`src/rtl/TauCfg.sv`:
```
// Tile-wide configuration shared by SIMD-side blocks: vector shape and global address width.
package TauCfg;
    localparam int VECTOR_SIZE    = 4;
    localparam int DATA_BW        = 8;
    localparam int GLOBAL_ADDR_BW = 16;
endpackage

```
`src/rtl/dram_write_collector_pkg.sv`:
```
// Collector-local defaults; vector and address geometry come from TauCfg.
package dram_write_collector_pkg;
    localparam int NBEAT_BW_DEFAULT = 16;
endpackage

```
`src/rtl/rdyack_fifo2.sv`:
```
// Two-entry FIFO with a registered head slot and full/empty flags.
// Push and pop in the same cycle are legal when not full; a full FIFO never passes data through.
module rdyack_fifo2 #(
    parameter int W = 8
) (
    input  logic         clk,
    input  logic         rst,
    input  logic         push,
    input  logic [W-1:0] push_data,
    input  logic         pop,
    output logic [W-1:0] head,
    output logic         full,
    output logic         empty
);
    logic [1:0]   cnt_r;
    logic [W-1:0] head_r;
    logic [W-1:0] tail_r;
    logic         push_ok_s;
    logic         pop_ok_s;

    assign full      = (cnt_r == 2'd2);
    assign empty     = (cnt_r == 2'd0);
    assign head      = head_r;
    assign push_ok_s = push && !full;
    assign pop_ok_s  = pop && !empty;

    // occupancy and storage update; slot head_r always holds the oldest entry
    always_ff @(posedge clk) begin
        if (rst) begin
            cnt_r  <= 2'd0;
            head_r <= '0;
            tail_r <= '0;
        end else begin
            case ({push_ok_s, pop_ok_s})
                2'b10: begin
                    if (cnt_r == 2'd0) begin
                        head_r <= push_data;
                    end else begin
                        tail_r <= push_data;
                    end
                    cnt_r <= cnt_r + 2'd1;
                end
                2'b01: begin
                    head_r <= tail_r;
                    cnt_r  <= cnt_r - 2'd1;
                end
                2'b11: begin
                    head_r <= push_data;
                end
                default: begin
                    cnt_r <= cnt_r;
                end
            endcase
        end
    end
endmodule

```
`src/rtl/dram_write_collector.sv`:
```
// Pairs SIMD write-data beats with address/mask beats and issues merged DRAM writes,
// pulsing o_done_dval once the configured number of beats for the tile has been written.
module dram_write_collector
    import dram_write_collector_pkg::*;
#(
    parameter int VSIZE    = TauCfg::VECTOR_SIZE,
    parameter int DBW      = TauCfg::DATA_BW,
    parameter int GBW      = TauCfg::GLOBAL_ADDR_BW,
    parameter int NBEAT_BW = NBEAT_BW_DEFAULT
) (
    input  logic                 i_clk,
    input  logic                 i_rst,
    input  logic                 i_cfg_rdy,
    output logic                 o_cfg_ack,
    input  logic [NBEAT_BW-1:0]  i_cfg_nbeat,
    input  logic                 i_dramwd_rdy,
    output logic                 o_dramwd_ack,
    input  logic [VSIZE*DBW-1:0] i_dramwd,
    input  logic                 i_waddr_rdy,
    output logic                 o_waddr_ack,
    input  logic [GBW-1:0]       i_waddr,
    input  logic [VSIZE-1:0]     i_wmask,
    output logic                 o_dw_rdy,
    input  logic                 i_dw_ack,
    output logic [GBW-1:0]       o_dw_addr,
    output logic [VSIZE*DBW-1:0] o_dw_data,
    output logic [VSIZE-1:0]     o_dw_mask,
    output logic                 o_done_dval
);
    typedef enum logic [1:0] {
        ST_IDLE = 2'd0,
        ST_RUN  = 2'd1,
        ST_DONE = 2'd2
    } state_e;

    localparam logic [NBEAT_BW-1:0] CNT_ONE = {{(NBEAT_BW-1){1'b0}}, 1'b1};

    state_e                 state_r;
    logic [NBEAT_BW-1:0]    nbeat_r;
    logic [NBEAT_BW-1:0]    d_cnt_r;
    logic [NBEAT_BW-1:0]    a_cnt_r;
    logic [NBEAT_BW-1:0]    w_cnt_r;
    logic [NBEAT_BW-1:0]    w_cnt_nxt_s;
    logic                   d_full_s;
    logic                   d_empty_s;
    logic                   a_full_s;
    logic                   a_empty_s;
    logic [GBW+VSIZE-1:0]   a_head_s;
    logic                   run_s;
    logic                   cfg_fire_s;
    logic                   d_push_s;
    logic                   a_push_s;
    logic                   w_fire_s;

    // Reset gates every handshake so nothing transfers on the reset cycle itself.
    assign run_s        = (state_r == ST_RUN) && !i_rst;
    assign o_cfg_ack    = (state_r == ST_IDLE) && !i_rst && i_cfg_rdy;
    assign o_dramwd_ack = run_s && !d_full_s && (d_cnt_r < nbeat_r);
    assign o_waddr_ack  = run_s && !a_full_s && (a_cnt_r < nbeat_r);
    assign o_dw_rdy     = !i_rst && !d_empty_s && !a_empty_s;

    assign cfg_fire_s   = i_cfg_rdy && o_cfg_ack;
    assign d_push_s     = i_dramwd_rdy && o_dramwd_ack;
    assign a_push_s     = i_waddr_rdy && o_waddr_ack;
    assign w_fire_s     = o_dw_rdy && i_dw_ack;
    assign w_cnt_nxt_s  = w_fire_s ? (w_cnt_r + CNT_ONE) : w_cnt_r;

    assign o_dw_addr    = a_head_s[GBW+VSIZE-1:VSIZE];
    assign o_dw_mask    = a_head_s[VSIZE-1:0];

    rdyack_fifo2 #(.W(VSIZE*DBW)) u_data_fifo (
        .clk       (i_clk),
        .rst       (i_rst),
        .push      (d_push_s),
        .push_data (i_dramwd),
        .pop       (w_fire_s),
        .head      (o_dw_data),
        .full      (d_full_s),
        .empty     (d_empty_s)
    );

    rdyack_fifo2 #(.W(GBW+VSIZE)) u_addr_fifo (
        .clk       (i_clk),
        .rst       (i_rst),
        .push      (a_push_s),
        .push_data ({i_waddr, i_wmask}),
        .pop       (w_fire_s),
        .head      (a_head_s),
        .full      (a_full_s),
        .empty     (a_empty_s)
    );

    // tile sequencing, beat counters and the registered done pulse
    always_ff @(posedge i_clk) begin
        if (i_rst) begin
            state_r     <= ST_IDLE;
            nbeat_r     <= '0;
            d_cnt_r     <= '0;
            a_cnt_r     <= '0;
            w_cnt_r     <= '0;
            o_done_dval <= 1'b0;
        end else begin
            o_done_dval <= 1'b0;
            if (d_push_s) begin
                d_cnt_r <= d_cnt_r + CNT_ONE;
            end
            if (a_push_s) begin
                a_cnt_r <= a_cnt_r + CNT_ONE;
            end
            w_cnt_r <= w_cnt_nxt_s;
            case (state_r)
                ST_IDLE: begin
                    if (cfg_fire_s) begin
                        nbeat_r <= i_cfg_nbeat;
                        d_cnt_r <= '0;
                        a_cnt_r <= '0;
                        w_cnt_r <= '0;
                        state_r <= ST_RUN;
                    end
                end
                // Once nbeat writes are issued both FIFOs are necessarily drained,
                // so deciding on the post-write count lands done one cycle after the last write.
                ST_RUN: begin
                    if (w_cnt_nxt_s == nbeat_r) begin
                        state_r     <= ST_DONE;
                        o_done_dval <= 1'b1;
                    end
                end
                ST_DONE: begin
                    state_r <= ST_IDLE;
                end
                default: begin
                    state_r <= ST_IDLE;
                end
            endcase
        end
    end
endmodule

```
`config.mk`:
```
export PLATFORM = sky130hd
export DESIGN_NAME = dram_write_collector
export DESIGN_NICKNAME = d
export VERILOG_FILES = /design/src/rtl/TauCfg.sv /design/src/rtl/dram_write_collector_pkg.sv /design/src/rtl/rdyack_fifo2.sv /design/src/rtl/dram_write_collector.sv
export SDC_FILE = /design/constraint.sdc
export NUM_CORES = 1
export LEC_CHECK = 0
export CORE_UTILIZATION = 43
export DETAILED_ROUTE_END_ITERATION = 16
export GPL_TIMING_DRIVEN = 0
export MAX_ROUTING_LAYER = met4
export PLACE_DENSITY = 0.66
export REMOVE_ABC_BUFFERS = 1
export SLEW_MARGIN = 15
export SYNTH_ARGS = -nofsm -noshare
export SYNTH_HDL_FRONTEND = slang
export SYNTH_SLANG_ARGS = --single-unit
export TNS_END_PERCENT = 50
```
`constraint.sdc`:
```
create_clock -name i_clk -period 3.5 [get_ports i_clk]
set_input_delay 0.7 -clock i_clk [delete_from_list [all_inputs] [get_ports i_clk]]
set_output_delay 0.7 -clock i_clk [all_outputs]
set_load 0.02 [all_outputs]
```
# Yosys cells after proc, flatten, opt, wreduce, memory -nomap -nowiden
# Cells that the tools add are included.
op_classes:
  addsub: 7
  magnitude_cmp: 2
  eq_ne: 14
  muxes: 19
  bitwise: 3
  n_reduce_logical: 36
ops:
  columns: ["operator", "count"]
  rows:
  - ["two-way mux 16 bit", 9]
  - ["one-hot mux 32 bit (3 select lines)", 1]
  - ["one-hot mux 20 bit (3 select lines)", 1]
  - ["adder 16 x 1 -> 16 bit, second input constant", 3]
  - ["< comparator 16 bit", 2]
  - ["two-way mux 32 bit", 1]
  - ["two-way mux 20 bit", 1]
  - ["logical AND 1 bit", 17]
  - ["== test 16 bit", 1]
  - ["== test 2 bit, second input constant", 6]
  - ["one-hot mux 2 bit (2 select lines)", 3]
  - ["AND reduction 2 bit", 6]
  - ["== test 2 x 1 -> 1 bit, second input constant", 3]
  - ["zero test 2 bit", 3]
  - ["inequality test 2 x 1 -> 1 bit, second input constant", 3]
  - ["nonzero test 3 bit", 2]
  - ["zero test 1 bit", 5]
  - ["adder 2 x 1 -> 2 bit, second input constant", 2]
  - ["two-way mux 2 bit", 2]
  - ["nonzero test 2 bit", 2]
  - ["subtractor 2 x 1 -> 2 bit, second input constant", 2]
  - ["NOT 1 bit", 3]
  - ["inequality test 2 bit, second input constant", 1]
  - ["OR reduction 2 bit", 1]
  - ["two-way mux 1 bit", 1]
word_totals:
  regBits: 175
  in_bits: 74

# Logic depth before layout (Yosys ltp)
# Gate-level depths: netlist of run 1.
depth:
  ltp_word: 9
  mapped_depth: 15
  mapped_depth_nobuf: 13

# By module
# From an unflattened synthesis of run 1, not the netlist that was laid out.
hier_totals:
  cells_unflattened: 1016
  hier_area_um2: 9022.4
by_module_without_submodules:
  columns: ["mod", "n_inst", "cells_each", "area_per_inst_um2", "seq_area_each_um2"]
  rows:
  - ["dram_write_collector", 1, 510, 4250.3, 1341.3]
  - ["rdyack_fifo2 at u_data_fifo", 1, 306, 2887.8, 1321.3]
  - ["rdyack_fifo2 at u_addr_fifo", 1, 200, 1884.3, 840.8]

# Worst setup path before layout of run 1
# OpenSTA, ideal clock, no wires.
synth_timing:
  path_kind: "register to register"
  from: "register nbeat_r[13]"
  to: "register u_data_fifo.head_r[10], in the netlist u_data_fifo.head[10]"
  setup_time_ns: 0.142
  arrival_time_ns: 3.063
  required_ns: 3.358
  slack_ns: 0.295
  stages_incl_launch_ff: 13
  path_buffers: 2
  cell_sequence: "dfxtp_1 inv_1 ha_1 a21o_1 a21o_1 a2111oi_0 a21boi_0 nand3_1 ha_1 clkbuf_1 clkbuf_1 mux2i_1 mux2i_1"
synth_between:
  elab_chain_cells: 7
synth_rtl:
  columns: ["element", "line_no", "source"]
  rows:
  - ["start: declaration", "dram_write_collector.sv:39", "logic [NBEAT_BW-1:0] nbeat_r;"]
  - ["start signal: assignment", "dram_write_collector.sv:114", "nbeat_r <= i_cfg_nbeat;"]
  - ["< comparator 16 bit *", "dram_write_collector.sv:58", "assign o_dramwd_ack = run_s && !d_full_s && (d_cnt_r < nbeat_r);"]
  - ["logical AND 1 bit *", "dram_write_collector.sv:58", null]
  - ["logical AND 1 bit *", "dram_write_collector.sv:63", "assign d_push_s = i_dramwd_rdy && o_dramwd_ack;"]
  - ["logical AND 1 bit *", "rdyack_fifo2.sv:24", "assign push_ok_s = push && !full;"]
  - ["== test 2 bit or == test 2 x 1 -> 1 bit (tied branches)", "rdyack_fifo2.sv:34", "case ({push_ok_s, pop_ok_s})"]
  - ["inequality test 2 x 1 -> 1 bit (no source line) or nonzero test 3 bit (tied branches)", null, null]
  - ["AND reduction 2 bit (no source line)", null, null]
  - ["end signal: assignment", "rdyack_fifo2.sv:37", "head_r <= push_data;"]
  - ["end signal: assignment", "rdyack_fifo2.sv:44", "head_r <= tail_r;"]
  - ["end signal: assignment", "rdyack_fifo2.sv:48", "head_r <= push_data;"]
  - ["end: declaration", "rdyack_fifo2.sv:16", "logic [W-1:0] head_r;"]
# Mark *: on every way between the ends. The rest lies on a longest branch, timed or not.
# A chain may end at the register's enable or synchronous reset.

# Worst setup path after layout of run 1
layout_timing:
  from: "input i_dw_ack"
  to: "register o_done_dval"
layout_between:
  elab_chain_cells: 4
layout_rtl:
  columns: ["element", "line_no", "source"]
  rows:
  - ["start: declaration", "dram_write_collector.sv:24", "input logic i_dw_ack,"]
  - ["logical AND 1 bit", "dram_write_collector.sv:65", "assign w_fire_s = o_dw_rdy && i_dw_ack;"]
  - ["two-way mux 16 bit", "dram_write_collector.sv:66", "assign w_cnt_nxt_s = w_fire_s ? (w_cnt_r + CNT_ONE) : w_cnt_r;"]
  - ["== test 16 bit", "dram_write_collector.sv:124", "if (w_cnt_nxt_s == nbeat_r) begin"]
  - ["two-way mux 1 bit", "dram_write_collector.sv:124", null]
  - ["end signal: assignment", "dram_write_collector.sv:101", "o_done_dval <= 1'b0;"]
  - ["end signal: assignment", "dram_write_collector.sv:103", "o_done_dval <= 1'b0;"]
  - ["end signal: assignment", "dram_write_collector.sv:126", "o_done_dval <= 1'b1;"]
  - ["end: declaration", "dram_write_collector.sv:28", "output logic o_done_dval"]
# Every way passes these cells.

==> results.cfg, run 1 <==
[outcome]
status = finished clean

[pwr]
clock_power_share_pct = 40.8
switching_share_pct = 28.6
pwr-share-seq_pct = 44.0
p_sw_mw = 1.38
leakage_nw = 4.05
ir_worst_vdd_mv = 0.339
powerDensity_nw_per_um2 = 439
p_int_mw = 3.44
combPwrFrac_pct = 15.2
power.total_mw = 4.82

[die]
die-area_um2 = 20600
die_h_um = 144
die_w_um = 144
fp-row-count = 51
io_pins = 131
core-area_um2 = 19600
start_util_pct = 44.1

[global_routing]
grt_max_degree = 109
grt_use_total_pct = 22.9
antenna_found_initial = 0
grt_first_pass_wirelength_um = 35500
grt_pass1_vias = 6960
grt-ovfl-total = 0

[clock_network]
cts.htree.levels = 4
clock_path_buffers = 2
cts_hold_buf = 0
clk_root_buffer_cell = clkbuf_16
cts.sinks = 175
clk_latency_ps = 440
cts_buffers = 17
clk_pin_slew_ps = 70
cts_tree = done

[drt]
antenna_left = 0
wl_per_cell_um = 16.2
drcViolationCount = 0
routed_via_density = 5.36
dr_total_vias = 7395
drtIter0Drc = 360
routed_wl_um = 22300
first_pass_iters = 4

[setup_path]
arrival_ps = 3730
crit_required_ps = 3830
max_stage_delay_ps = 600
r2r-start = nbeat_r[1]$_SDFFE_PP0P_
worstReg2RegEnd = u_addr_fifo.cnt_r[1]$_SDFFE_PP0P_
critical_path.top_delay_family = simple AND/OR/NAND/NOR gates
rrSetupSlack_ps = 240
path_max_fanout = 11
path_class = in2reg
cpMaxStageDelayCell = clkdlybuf4s50_1
path_cells = clkdlybuf4s50_1 -> nand2b_4 -> or3_4 -> nor4_2 -> a31oi_1 -> or4b_1 -> or4_1 -> nor4_1
endpoint_kind = flip-flop
cp-start-kind = input port
crit_buf_inv = 1
reg2reg_depth = 10

[timing]
min_period_over_period_pct = 97.2
rsz0062_at_grt = false
finClkSkew_ps = 15.9
max_freq_ghz = 0.294
finalCriticalPeriod_ps = 3400
hold_slack_ps = 454
setup_viol = 0
setup-tns-final_ps = 0
slew_headroom_pct = 37.8
hold_viol = 0
drv_slew = 0
tightest_slew_ps = 933

[synthesis]
netlist_instances = 1001
synth_edf_count = 0
syn_avg_cell_area_um2 = 8.62
netlist_area_um2 = 8630
synthFlopType = dfxtp_1
synth_seq_cells = 175
ys_seq_area_share_pct = 40.6
synth.yosys.warnings = 0
synth_cell_type_count = 56
async_flop_share_pct = 0

[finish]
area_growth_pct = 27.4
diodes = 0
nets = 1212
final_cell_mix = dfxtp_1 (174), nand2_1 (152), clkdlybuf4s50_1 (127), mux2i_1 (89), a21oi_1 (89)
layoutNonFillerInstCount = 1379
layout_commonest_cell = dfxtp_1
nFillCells = 1803
fin_area_um2 = 11000
layout-drive-gt1-share_pct = 7.72

[worst_hold_path]
whs_path_depth = 2
min_to = u_data_fifo.tail_r[2]$_SDFFE_PP0P_
hp-class = reg2reg
min-delay-start = u_data_fifo.tail_r[2]$_SDFFE_PP0P_

[placement]
place_hpwl_um = 15000
dp.cells = 1342
postPlaceCellArea_um2 = 10200
gp_congestion = 0.914
portBuffers = 130

[job]
maxCapViolCount = 0
[registers in the layout (all words and copies together) (netlist names)]
register	cells
u_data_fifo.head	32
nbeat_r	16
u_data_fifo.tail_r	32
o_done_dval	1
w_cnt_r	16
d_cnt_r	16
u_addr_fifo.tail_r	20
u_addr_fifo.head	20
u_addr_fifo.cnt_r	2
a_cnt_r	16
u_data_fifo.cnt_r	2
state_r	2
[timing repair]
| action | 4_1_cts | 5_1_grt |
|---|---|---|
| buffers inserted | 0 | 3 |
| gates cloned | 2 | 0 |
| endpoints found under the setup margin | 110 | 57 |
| pin swaps | 0 | 1 |
| gates resized for setup | 19 | 7 |
[metrics by stage]
step | utilization (%) | setup WS (ps)
4_1_cts | 55.8 | 4.96
5_1_grt | 56.1 | 19.6
6_report | 56.1 | 96.6
3_3_place_gp | 51.1 | -8450
2_1_floorplan | - | -2060
3_5_place_dp | 52.3 | -799
[area by class of cell]
cell class,count,area [um2],share of cell area [%]
clock buffer,17,425,3.87
inverter,31,120,1.09
multi-input combinational,729,4900,44.6
timing repair buffer,146,1520,13.8
sequential,175,3500,31.9
timing repair inverter,1,5.00,0.0455
tap,265,332,3.02
clock inverter,15,189,1.72
[power by group through the flow]
stage               combinational [mW]  clock (mW)  sequential [mW]
finish                           0.734        1.97             2.12
global route                     0.800        2.10             2.13
CTS                              0.734        2.00             2.12
detailed placement               0.722           0             2.16
global placement                 0.710           0             2.16
floorplan                        0.322           0             2.22
[worst max path at each step]
| stage | from | endpoint | cells past startpoint |
|---|---|---|---|
| 2_1_floorplan | i_rst | d_cnt_r[11]$_SDFF_PP0_ | 5 |
| 4_1_cts | nbeat_r[13]$_SDFFE_PP0P_ | o_dramwd_ack | 8 |
| 3_5_place_dp | i_rst | u_data_fifo.tail_r[10]$_SDFFE_PP0P_ | 12 |
| 3_3_place_gp | i_rst | d_cnt_r[9]$_SDFF_PP0_ | 6 |
| 6_report | i_dw_ack | o_done_dval$_SDFF_PP0_ | 8 |
| 5_1_grt | i_rst | o_done_dval$_SDFF_PP0_ | 9 |
[cells in the mapped netlist, types with 3 or more instances]
library cell / number / area, um2
a21o_1: 15 / 113
a221oi_1: 3 / 26.3
buf_2: 3 / 15.0
nand4b_1: 3 / 26.3
a31oi_1: 3 / 18.8
and3_1: 10 / 62.6
nor3_1: 25 / 125
nand3_1: 17 / 85.1
a21oi_1: 90 / 450
nor2_1: 38 / 143
a211o_1: 3 / 26.3
mux2i_1: 89 / 891
inv_1: 31 / 116
and4_1: 3 / 26.3
clkbuf_1: 60 / 225
o31ai_1: 24 / 180
nor2b_1: 5 / 31.3
o21ai_0: 22 / 110
nor4_1: 8 / 50.1
a31o_2: 5 / 43.8
a211oi_1: 20 / 150
o211ai_1: 3 / 22.5
xor2_1: 7 / 61.3
nand2b_1: 38 / 238
buf_1: 4 / 15.0
o2111ai_1: 3 / 26.3
xnor2_1: 24 / 210
or3_1: 15 / 93.8
or4_1: 9 / 67.6
ha_1: 37 / 463
a2111oi_0: 5 / 43.8
dfxtp_1: 175 / 3500
and2_1: 7 / 43.8
nand4_1: 19 / 119
or2_2: 3 / 18.8
nand2_1: 153 / 574
[layer usage]
metal	GRT usage, %	part of all wire [%]	up-vias
met5	-	0	-
met1	28.2	46	3454
met3	7.50	6.5	35
met4	8.23	2.5	0
met2	35.0	45	161
li1	-	-	3745
[worst register-to-register path, delay by kind of cell, from the launching register on]
| family | cells | cell delay, ps |
|---|---|---|
| and+or+nand+nor | 1 | 370 |
| AOI/OAI and AO/OA | 5 | 1500 |
| adders and majority gates | 2 | 600 |
| DFF | 1 | 360 |
| buffers and inverters | 2 | 340 |
[cell families after synthesis]
logic type / count (synthesis) / synth area share, %
fa+ha+maj: 37 / 5.36
simple gates: 364 / 20.9
xor+xnor: 32 / 3.41
buf+inv: 98 / 4.31
compound gates: 206 / 15.1
mux: 89 / 10.3
flops: 175 / 40.6
No activity file was read; power rests on OpenSTA's default activity.
==> run 2: changes to the inputs <==
- CTS_BUF_LIST: default -> sky130_fd_sc_hd__clkbuf_2 sky130_fd_sc_hd__clkbuf_4 sky130_fd_sc_hd__clkbuf_8
- REMOVE_ABC_BUFFERS: 1 -> default
==> run 2 against run 1 <==
Flip-flop and latch count stayed put. Maximum frequency about the same. Count of clock-buffer cells in the layout up 1. Wire length rose by 2.0%. First-iteration DRC count is 1.7% higher. Largest power group unchanged. Combinational power down 1%. Largest cell class unchanged. Global-route usage rose by 0.53 points.
==> results.cfg, run 2 (synthesis gave the netlist of run 1 again) <==
[pwr]
power.total_mw = 4.24
ir_worst_vdd_mv = 0.266
leakage_nw = 3.95
clock_power_share_pct = 32.8
p_sw_mw = 1.30
combPwrFrac_pct = 17.1
powerDensity_nw_per_um2 = 395
switching_share_pct = 30.7
pwr-share-seq_pct = 50.1
p_int_mw = 2.94

[die]
start_util_pct = 44.1
die_h_um = 144
fp-row-count = 51
io_pins = 131
core-area_um2 = 19600
die-area_um2 = 20600
die_w_um = 144

[finish]
multi_input_area_um2 = 4790
layout_commonest_cell = dfxtp_1
diodes = 0
seq_area_um2 = 3510
layout-drive-gt1-share_pct = 6.10
area_growth_pct = 24.3
nFillCells = 1859
final_cell_mix = dfxtp_1 (174), nand2_1 (153), clkdlybuf4s50_1 (127), a21oi_1 (90), mux2i_1 (89)
nets = 1261

[global_routing]
grt-ovfl-total = 0
antenna_found_initial = 0
grt_pass1_vias = 7223
grt_use_total_pct = 23.5
grt_first_pass_wirelength_um = 36300
grt_max_degree = 20

[setup_path]
r2r-start = nbeat_r[1]$_SDFFE_PP0P_
cp-start-kind = flip-flop
rrSetupSlack_ps = 160
path_class = reg2out
worstReg2RegEnd = u_addr_fifo.head[15]$_SDFFE_PP0P_
reg2reg_depth = 12
endpoint_kind = output pin
path_max_fanout = 5
arrival_ps = 2710
crit_required_ps = 2800
endpoint = o_waddr_ack
crit_start = nbeat_r[1]$_SDFFE_PP0P_

[clock_network]
cts_tree = done
clk_pin_slew_ps = 100
clock_path_buffers = 2
clk_root_buffer_cell = clkbuf_8
cts.htree.levels = 4
cts_hold_buf = 0
clk_latency_ps = 480
cts_buffers = 17
cts.sinks = 175

[timing]
setup-tns-final_ps = 0
fin_ws_ps = 93.9
min_period_over_period_pct = 97.3
tightest_slew_ps = 757
max_freq_ghz = 0.294
slew_headroom_pct = 49.6
setup_viol = 0
finalCriticalPeriod_ps = 3410
hold_viol = 0
rsz0062_at_grt = false
finClkSkew_ps = 20.6
drv_slew = 0

[outcome]
status = finished clean

[drt]
antenna_left = 0
routed_wl_um = 22700
first_pass_iters = 5
routed_via_density = 5.36
drtIter0Drc = 366
drcViolationCount = 0
wl_per_cell_um = 15.9
dr_total_vias = 7657

[job]
maxCapViolCount = 0

[placement]
place_hpwl_um = 16700
pre_cts_slack_ps = -940
portBuffers = 130
gp_congestion = 0.926

[worst_hold_path]
hp-class = reg2reg

[synthesis]
synth_nets = 1112
run 2: cell types whose count changed in the layout (fill, tap and decap cells not counted), moves of 2 or more:
cell	before	now
buf_1	0	3
buf_12	2	0
buf_16	4	0
clkbuf_1	0	42
clkbuf_16	17	0
clkbuf_2	0	10
clkbuf_4	0	5
clkbuf_8	0	17
clkinvlp_4	1	3
ha_1	34	37
ha_4	2	0
inv_1	29	31
nor2b_4	2	0
run 2: layout make-up:
class | count | area share, %
inverters | 31 | 1.08
flip-flops and latches | 175 | 32.7
clock buffers | 18 | 2.25
multi-input cells | 728 | 44.6
well taps | 265 | 3.09
plain buffers | 64 | 2.55
repair buffers | 133 | 12.4
clock inverters | 14 | 1.35
run 2: timing repair:
item / CTS / global route
resized for setup: 25 / 17
pin swaps: 0 / 2
buffers inserted: 0 / 3
endpoints found under the setup margin: 112 / 86
run 2: stage by stage:
step	instance area (um2)	util (%)	hold WS, ps	instances
6_report	10700	54.8	459	1428
5_1_grt	10700	54.8	474	1428
4_1_cts	10700	54.5	462	1425
3_5_place_dp	10300	52.4	446	1396
3_3_place_gp	10300	52.4	441	1396
2_1_floorplan	8630	-	436	1001
run 2: routing by layer:
layer,global-route usage [%],wire (um),vias up
met1,29.3,10400,3572
met4,7.56,361,0
li1,-,-,3845
met3,4.87,1250,26
met5,-,0,-
met2,37.8,10800,214
run 2: critical path, stage by stage, from the launching register on:
cell and delay [ps]:
dfxtp_1 380, inv_1 120, ha_1 310, a21o_1 150, a211o_1 290, a221o_1 440
a21oi_1 210, clkdlybuf4s15_1 330
run 2: worst min path at each step:
stage                                              startpoint                                   to  depth (start not counted)
after floorplan            u_addr_fifo.tail_r[0]$_SDFFE_PP0P_   u_addr_fifo.tail_r[0]$_SDFFE_PP0P_                          2
after global placement     u_data_fifo.tail_r[4]$_SDFFE_PP0P_   u_data_fifo.tail_r[4]$_SDFFE_PP0P_                          2
after detailed placement   u_addr_fifo.tail_r[3]$_SDFFE_PP0P_   u_addr_fifo.tail_r[3]$_SDFFE_PP0P_                          2
after CTS                 u_addr_fifo.tail_r[12]$_SDFFE_PP0P_  u_addr_fifo.tail_r[12]$_SDFFE_PP0P_                          2
after global routing       u_data_fifo.tail_r[6]$_SDFFE_PP0P_   u_data_fifo.tail_r[6]$_SDFFE_PP0P_                          2
final                     u_addr_fifo.tail_r[12]$_SDFFE_PP0P_  u_addr_fifo.tail_r[12]$_SDFFE_PP0P_                          2
run 2: power by group through the flow:
stage / registers, mW / logic, mW / clock network (mW)
global placement: 2.17 / 0.712 / 0
floorplan: 2.22 / 0.341 / 0
detailed placement: 2.17 / 0.716 / 0
finish: 2.12 / 0.724 / 1.39
CTS: 2.12 / 0.722 / 1.42
global route: 2.13 / 0.786 / 1.51
